$ cat config.mk
export PLATFORM = sky130hd
export DESIGN_NAME = uart_tx_cfg
export DESIGN_NICKNAME = d
export VERILOG_FILES = /design/src/rtl/uart_pkg.sv /design/src/rtl/uart_tx_cfg.sv
export SDC_FILE = /design/constraint.sdc
export NUM_CORES = 1
export LEC_CHECK = 0
export ABC_CLOCK_PERIOD_IN_PS = 2080
export BUFFER_PORTS_ARGS = -buffer_cell sky130_fd_sc_hd__buf_2
export CAP_MARGIN = 20
export CORE_MARGIN = 2
export CORE_UTILIZATION = 35
export CTS_CLUSTER_SIZE = 24
export DETAILED_ROUTE_END_ITERATION = 16
export SLEW_MARGIN = 20
export SYNTH_ARGS = -nofsm -noshare
export SYNTH_HDL_FRONTEND = slang
export SYNTH_SLANG_ARGS = --single-unit
$ cat constraint.sdc
create_clock -name clk -period 2.08 [get_ports clk]
set_clock_uncertainty 0.15 [all_clocks]
set_input_delay 0.104 -clock clk [delete_from_list [all_inputs] [get_ports clk]]
set_output_delay 0.104 -clock clk [all_outputs]
set_load 0.01 [all_outputs]
$ cat src/rtl/uart_pkg.sv
// ============================================================================
// Module  : uart_pkg
// Brief   : Shared types and constants for the UART TX/RX blocks.
// Revision: 2.0 - second-generation serial block, shared with uart_rx_cfg
// ============================================================================
`default_nettype none

package uart_pkg;

  // Frame sequencer states (BREAK only reachable when break support is built in)
  typedef enum logic [2:0] {
    IDLE   = 3'd0,
    START  = 3'd1,
    DATA   = 3'd2,
    PARITY = 3'd3,
    STOP   = 3'd4,
    BREAK  = 3'd5
  } uart_state_e;

  // parity_mode encodings; 2'b11 is reserved and behaves as no parity
  localparam logic [1:0] PAR_NONE = 2'b00;
  localparam logic [1:0] PAR_EVEN = 2'b01;
  localparam logic [1:0] PAR_ODD  = 2'b10;

endpackage

`default_nettype wire

$ cat src/rtl/uart_tx_cfg.sv
// ============================================================================
// Module  : uart_tx_cfg
// Brief   : Parametrised UART transmitter. Start bit, DATA_BITS data bits
//           LSB first, optional parity, STOP_BITS stop bits. Bit timing from
//           an external baud_tick strobe at OVERSAMPLE x baud.
//           Optional macro UART_TX_BREAK_EN adds break_req and a BREAK state.
// Revision: 2.0 - second generation TX block
// ============================================================================
`default_nettype none

module uart_tx_cfg
  import uart_pkg::*;
#(
  parameter int DATA_BITS  = 8,
  parameter int STOP_BITS  = 1,
  parameter int OVERSAMPLE = 16
) (
  input  logic                 clk,
  input  logic                 rst,
  input  logic                 baud_tick,
  input  logic                 valid_in,
  input  logic [DATA_BITS-1:0] data_in,
  input  logic [1:0]           parity_mode,
`ifdef UART_TX_BREAK_EN
  input  logic                 break_req,
`endif
  output logic                 ready_out,
  output logic                 tx,
  output logic                 busy,
  output logic                 tx_done
);

  localparam int TW = (OVERSAMPLE > 1) ? $clog2(OVERSAMPLE) : 1;
  localparam int BW = $clog2(DATA_BITS + 1);
  localparam logic [TW-1:0] TICK_LAST = TW'(OVERSAMPLE - 1);
  localparam logic [BW-1:0] BIT_LAST  = BW'(DATA_BITS - 1);
  localparam logic [1:0]    STOP_LAST = 2'(STOP_BITS - 1);

  uart_state_e          state_q, state_d;
  logic [TW-1:0]        tick_cnt_q, tick_cnt_d;
  logic [BW-1:0]        bit_cnt_q, bit_cnt_d;
  logic [1:0]           stop_cnt_q, stop_cnt_d;
  logic [DATA_BITS-1:0] shift_q, shift_d;
  logic                 par_en_q, par_en_d;
  logic                 par_bit_q, par_bit_d;
  logic                 tx_q, tx_d;
  logic                 done_q, done_d;
  logic                 w_bit_end;

`ifdef UART_TX_BREAK_EN
  // Break must cover at least DATA_BITS+3 bit periods; counted in bit units
  localparam int KW = $clog2(DATA_BITS + 3);
  localparam logic [KW-1:0] BRK_LAST = KW'(DATA_BITS + 2);
  logic [KW-1:0] brk_cnt_q, brk_cnt_d;
  logic          brk_min_q, brk_min_d;
  logic          brk_rel_q, brk_rel_d;
  logic          w_brk_min;
`endif

  // A bit period ends on the baud tick that completes OVERSAMPLE ticks
  assign w_bit_end = baud_tick && (tick_cnt_q == TICK_LAST);

  // State and datapath registers; tx idles high
  always_ff @(posedge clk or posedge rst) begin
    if (rst) begin
      state_q    <= IDLE;
      tick_cnt_q <= '0;
      bit_cnt_q  <= '0;
      stop_cnt_q <= '0;
      shift_q    <= '0;
      par_en_q   <= 1'b0;
      par_bit_q  <= 1'b0;
      tx_q       <= 1'b1;
      done_q     <= 1'b0;
`ifdef UART_TX_BREAK_EN
      brk_cnt_q  <= '0;
      brk_min_q  <= 1'b0;
      brk_rel_q  <= 1'b0;
`endif
    end else begin
      state_q    <= state_d;
      tick_cnt_q <= tick_cnt_d;
      bit_cnt_q  <= bit_cnt_d;
      stop_cnt_q <= stop_cnt_d;
      shift_q    <= shift_d;
      par_en_q   <= par_en_d;
      par_bit_q  <= par_bit_d;
      tx_q       <= tx_d;
      done_q     <= done_d;
`ifdef UART_TX_BREAK_EN
      brk_cnt_q  <= brk_cnt_d;
      brk_min_q  <= brk_min_d;
      brk_rel_q  <= brk_rel_d;
`endif
    end
  end

  // Next-state logic: capture on transfer, advance per completed bit period
  always_comb begin
    state_d    = state_q;
    tick_cnt_d = tick_cnt_q;
    bit_cnt_d  = bit_cnt_q;
    stop_cnt_d = stop_cnt_q;
    shift_d    = shift_q;
    par_en_d   = par_en_q;
    par_bit_d  = par_bit_q;
`ifdef UART_TX_BREAK_EN
    brk_cnt_d  = brk_cnt_q;
    brk_min_d  = brk_min_q;
    brk_rel_d  = brk_rel_q;
    w_brk_min  = 1'b0;
`endif
    if (state_q != IDLE && baud_tick) begin
      tick_cnt_d = (tick_cnt_q == TICK_LAST) ? '0 : tick_cnt_q + 1'b1;
    end
    case (state_q)
      IDLE: begin
        // Tick count starts fresh so each frame's bit grid begins at transfer
        tick_cnt_d = '0;
        if (valid_in) begin
          state_d    = START;
          shift_d    = data_in;
          bit_cnt_d  = '0;
          stop_cnt_d = '0;
          case (parity_mode)
            PAR_EVEN: begin par_en_d = 1'b1; par_bit_d = ^data_in;    end
            PAR_ODD:  begin par_en_d = 1'b1; par_bit_d = ~(^data_in); end
            PAR_NONE: begin par_en_d = 1'b0; par_bit_d = 1'b0;        end
            default:  begin par_en_d = 1'b0; par_bit_d = 1'b0;        end
          endcase
        end
`ifdef UART_TX_BREAK_EN
        else if (break_req) begin
          state_d   = BREAK;
          brk_cnt_d = '0;
          brk_min_d = 1'b0;
          brk_rel_d = 1'b0;
        end
`endif
      end
      START: begin
        if (w_bit_end) state_d = DATA;
      end
      DATA: begin
        if (w_bit_end) begin
          shift_d   = shift_q >> 1;
          bit_cnt_d = bit_cnt_q + 1'b1;
          if (bit_cnt_q == BIT_LAST) state_d = par_en_q ? PARITY : STOP;
        end
      end
      PARITY: begin
        if (w_bit_end) state_d = STOP;
      end
      STOP: begin
        if (w_bit_end) begin
          if (stop_cnt_q == STOP_LAST) state_d = IDLE;
          else                         stop_cnt_d = stop_cnt_q + 2'd1;
        end
      end
`ifdef UART_TX_BREAK_EN
      BREAK: begin
        if (!brk_rel_q) begin
          // Low phase: runs until the minimum length is met and break_req drops
          if (w_bit_end && brk_cnt_q != BRK_LAST) brk_cnt_d = brk_cnt_q + 1'b1;
          w_brk_min = brk_min_q || (w_bit_end && brk_cnt_q == BRK_LAST);
          if (w_brk_min && !break_req) begin
            brk_rel_d  = 1'b1;
            tick_cnt_d = '0;
          end else if (w_brk_min) begin
            brk_min_d = 1'b1;
          end
        end else if (w_bit_end) begin
          // One full high bit period after the break, then back to idle
          state_d   = IDLE;
          brk_rel_d = 1'b0;
          brk_min_d = 1'b0;
          brk_cnt_d = '0;
        end
      end
`endif
      default: state_d = IDLE;
    endcase
  end

  // Output logic: registered line level follows the upcoming state
  always_comb begin
    done_d = (state_q == STOP) && (state_d == IDLE);
    case (state_d)
      IDLE:    tx_d = 1'b1;
      START:   tx_d = 1'b0;
      DATA:    tx_d = shift_d[0];
      PARITY:  tx_d = par_bit_d;
      STOP:    tx_d = 1'b1;
`ifdef UART_TX_BREAK_EN
      BREAK:   tx_d = brk_rel_d;
`endif
      default: tx_d = 1'b1;
    endcase
  end

  assign tx        = tx_q;
  assign tx_done   = done_q;
  assign ready_out = (state_q == IDLE);
  assign busy      = ~ready_out;

endmodule

`default_nettype wire

==> summary.md <==
| Metric | Value |
|---|---|
| Status | `finished, violations left` |
| Failing checks | `negative hold slack` |
| Met3 routed WL | `92 um` |
| Antenna violations before repair | `0` |
| Pin count of the biggest net entering global routing | `26` |
| Hold Path Class | `in -> reg` |
| Routed WL | `2700 um` |
| Hold Crit Endpoint | `par_en_q$_DFFE_PP0P_` |
| Largest buffer count on any clock path | `2` |
| Max FO, Critical Path | `5` |
| CTS Root Cell | `clkbuf_8` |
| Top cell type's share of synthesized area | `0.440` |
| Final antenna-violating net count | `0` |
| Uppermost layer routed | `met4` |
| Largest voltage drop on the vdd net | `0.323 mV` |
| Routed wirelength normalized by instance count | `12.5 um` |
| Share of the clock period used by the worst path after layout | `0.922` |
| Combined area of all synthesized cells | `1370 sq um` |
| Area inside the core boundary | `3720 sq um` |
| Cell Chain, Critical Path | `ha_1 > nand4_1 > nor3_1 > nand3_1 > a221oi_2 > mux2i_1` |
| Detailed route wirelength on metal2 | `1310 um` |
| Number of synthesized flops with an enable pin | `0` |
| Critical Path RT | `2.14 ns` |
| Total inserted antenna cells | `0` |
| Dominant cells by area after synthesis | `dfrtp_1 44%, nand2_1 8.2%, ha_1 4.6%` |
| Worst path setup slack after routing | `0.162 ns` |
| Average cell area after synthesis | `9.68 sq um` |
| Crit path kind | `reg -> reg` |
| # Max-Cap Violations | `0` |
| Initial standard-cell utilization of the core | `0.367` |
| Total number of placement rows | `22` |
| CP Launch Point | `tick_cnt_q[0]$_DFFE_PP0P_` |
| Library cell with the highest instance count after synthesis | `nand2_1` |
| Chip width | `66.5 um` |
| Congestion Overflow GR | `0` |
| Final setup violation count | `0` |
| Met1 wire length | `1260 um` |
| Ports placed on the boundary | `18` |
| Final Hold Violating Endpoints | `1` |
| Clock edge transition at the registers on the reported setup and hold paths | `0.09 ns` |
| Flop and latch count out of synthesis | `25` |
| Final-report max-slew violation count | `0` |
| Detailed-placement wirelength estimate | `2000 um` |
| Crit path time final | `1.92 ns` |
| Vias per cell | `5.06` |
| Sequential fraction of the synthesis area | `0.459` |
| Unique masters post-synth | `36` |
| Wire length of the first global-routing pass | `4690 um` |
| CP arrival | `1.98 ns` |
| Critical Path Source Type | `flip-flop` |
| Cell accounting for the most synthesized area | `dfrtp_1` |
| Clock buffers created by TritonCTS | `3` |
| Fill cells | `370` |
| Worst reg2reg path depth | `6` |
| Yosys warning count | `0` |
| Worst-skew pair later-pin latency | `0.28 ns` |
| Fraction of layout instances using a drive strength above 1 | `0.202` |
| Die Outline Area | `4420 sq um` |
| Element type at the critical path end | `flip-flop` |
| Synthesized instance count | `141` |
| Power Dens Cells | `683 nW/um^2` |
| Router iterations before antenna repair | `4` |
| Endpoint of the worst register-to-register path | `tx$_DFF_PP1_` |
| Total leakage power | `0.000779 uW` |
| Starting DRC count in detailed routing | `74` |
| Worst slew margin relative to its limit | `0.773` |
| Remaining DRCs | `0` |
| Buf+Inv Stages, Crit Path | `0` |
| Post-synthesis async set-or-reset flop share | `1.00` |
| Max Fclk | `0.521 GHz` |
| Origin of the critical flop-to-flop path | `tick_cnt_q[0]$_DFFE_PP0P_` |
| Reg2Reg Setup Slack | `0.16 ns` |
| Die extent in y | `66.5 um` |
| Total global routing track utilization | `0.139` |
| Post-synthesis to final-layout area growth | `19.0%` |
| # clock sinks | `25` |
| TritonCTS clock tree | `built` |
| Slowest-stage cell, CP | `dfrtp_1` |
| Cell depth of the worst min-delay path | `3` |
| Synth Net Count | `160` |
| Number of buffer cells added on primary ports | `17` |
| Top Family by Delay on Critical Path | `simple AND/OR/NAND/NOR gates` |
| Vias in the first global route | `1057` |
| Post-CTS Setup Inserts | `0` |
| Hold_ws | `-0.00118 ns` |
| Vias post-DR | `1094` |
| Slowest cell delay on critical path | `0.40 ns` |
| Unrepaired setup endpoints after global routing | `no` |
| Worst Tran Pin Value | `0.341 ns` |
| GP Congestion | `0.783` |
| Start point of the worst min-delay path | `parity_mode[1]` |
| Commonest cells in the synthesized netlist | `30 x nand2_1, 24 x dfrtp_1, 8 x nor2_1` |
| Synth Flop Type | `dfrtp_1` |
| Total negative slack | `0 ns` |
| Worst-case setup slack after placement | `0.0529 ns` |
| Count of H-tree levels built during CTS | `1` |
| Total Nets Final | `188` |
-- kinds of logic after synthesis --
family | after synthesis | synth area share
mux | 6 | 0.0458
xor+xnor | 10 | 0.0642
flops | 25 | 0.459
compound gates | 24 | 0.114
fa+ha+maj | 5 | 0.0458
simple gates | 58 | 0.219
buf+inv | 13 | 0.0522
-- placed cells by master, fill, tap and decap left out, types with 3 or more instances in the layout --
cell and count:
o21ai_0 6, buf_2 17, nand2_1 30, xor2_1 3, dfrtp_1 24, buf_4 4, dlygate4sd3_1 8, xnor2_1 7
a21oi_1 6, clkbuf_8 3, a22oi_1 6, nor2_1 8, nand3_1 3, ha_1 5, mux2i_1 4, inv_1 7
-- where the power goes --
group | internal (uW) | switching (uW)
Clock | 135 | 164
Sequential | 538 | 67.2
Combinational | 107 | 99.8
Total | 779 | 331
-- registers in the layout (all words and copies together), names as in the netlist --
| signal | count |
|---|---|
| par_en_q | 1 |
| par_bit_q | 1 |
| shift_q | 8 |
| tx_done | 1 |
| bit_cnt_q | 4 |
| state_q | 3 |
| stop_cnt_q | 2 |
| tx | 1 |
| tick_cnt_q | 4 |
-- worst min-delay path, stage by stage --
cell and delay [ns]:
buf_2 0.09, ha_1 0.11, o21ai_0 0.08
-- final cells by class --
cell class	count	area, sq um	area share
multi-input combinational	103	669	0.412
inverter	7	26.3	0.0162
clock buffer	3	41.3	0.0254
sequential	25	627	0.386
tap	48	60.1	0.0370
timing repair buffer	29	195	0.120
clock inverter	1	5.00	0.00308
-- per-layer routing --
metal,vias to the layer above,GRT usage
li1,534,-
met1,533,0.171
met2,24,0.243
met3,3,0.0203
met4,0,0.0536
met5,-,0
-- worst max-delay path by stage --
stage	endpoint	cells after the start
2_1_floorplan	bit_cnt_q[3]$_DFFE_PP0P_	8
3_3_place_gp	bit_cnt_q[0]$_DFFE_PP0P_	5
3_5_place_dp	bit_cnt_q[0]$_DFFE_PP0P_	5
4_1_cts	bit_cnt_q[0]$_DFFE_PP0P_	5
5_1_grt	tx$_DFF_PP1_	6
6_report	tx$_DFF_PP1_	6
-- through the flow --
step	area, sq um	power, uW	utilization	cells
final	1620	1110	0.437	216
after global routing	1620	1170	0.437	216
after CTS	1620	1120	0.436	216
after detailed placement	1500	810	0.402	204
after global placement	1500	800	0.402	204
after floorplan	1370	753	-	141
-- repair_timing --
item                                   4_1_cts  5_1_grt
endpoints found under the hold margin       31        0
gates resized for setup                      0        2
hold buffers                                 8        0
setup endpoints to repair                    0        3
No activity file was read; power rests on OpenSTA's default activity.
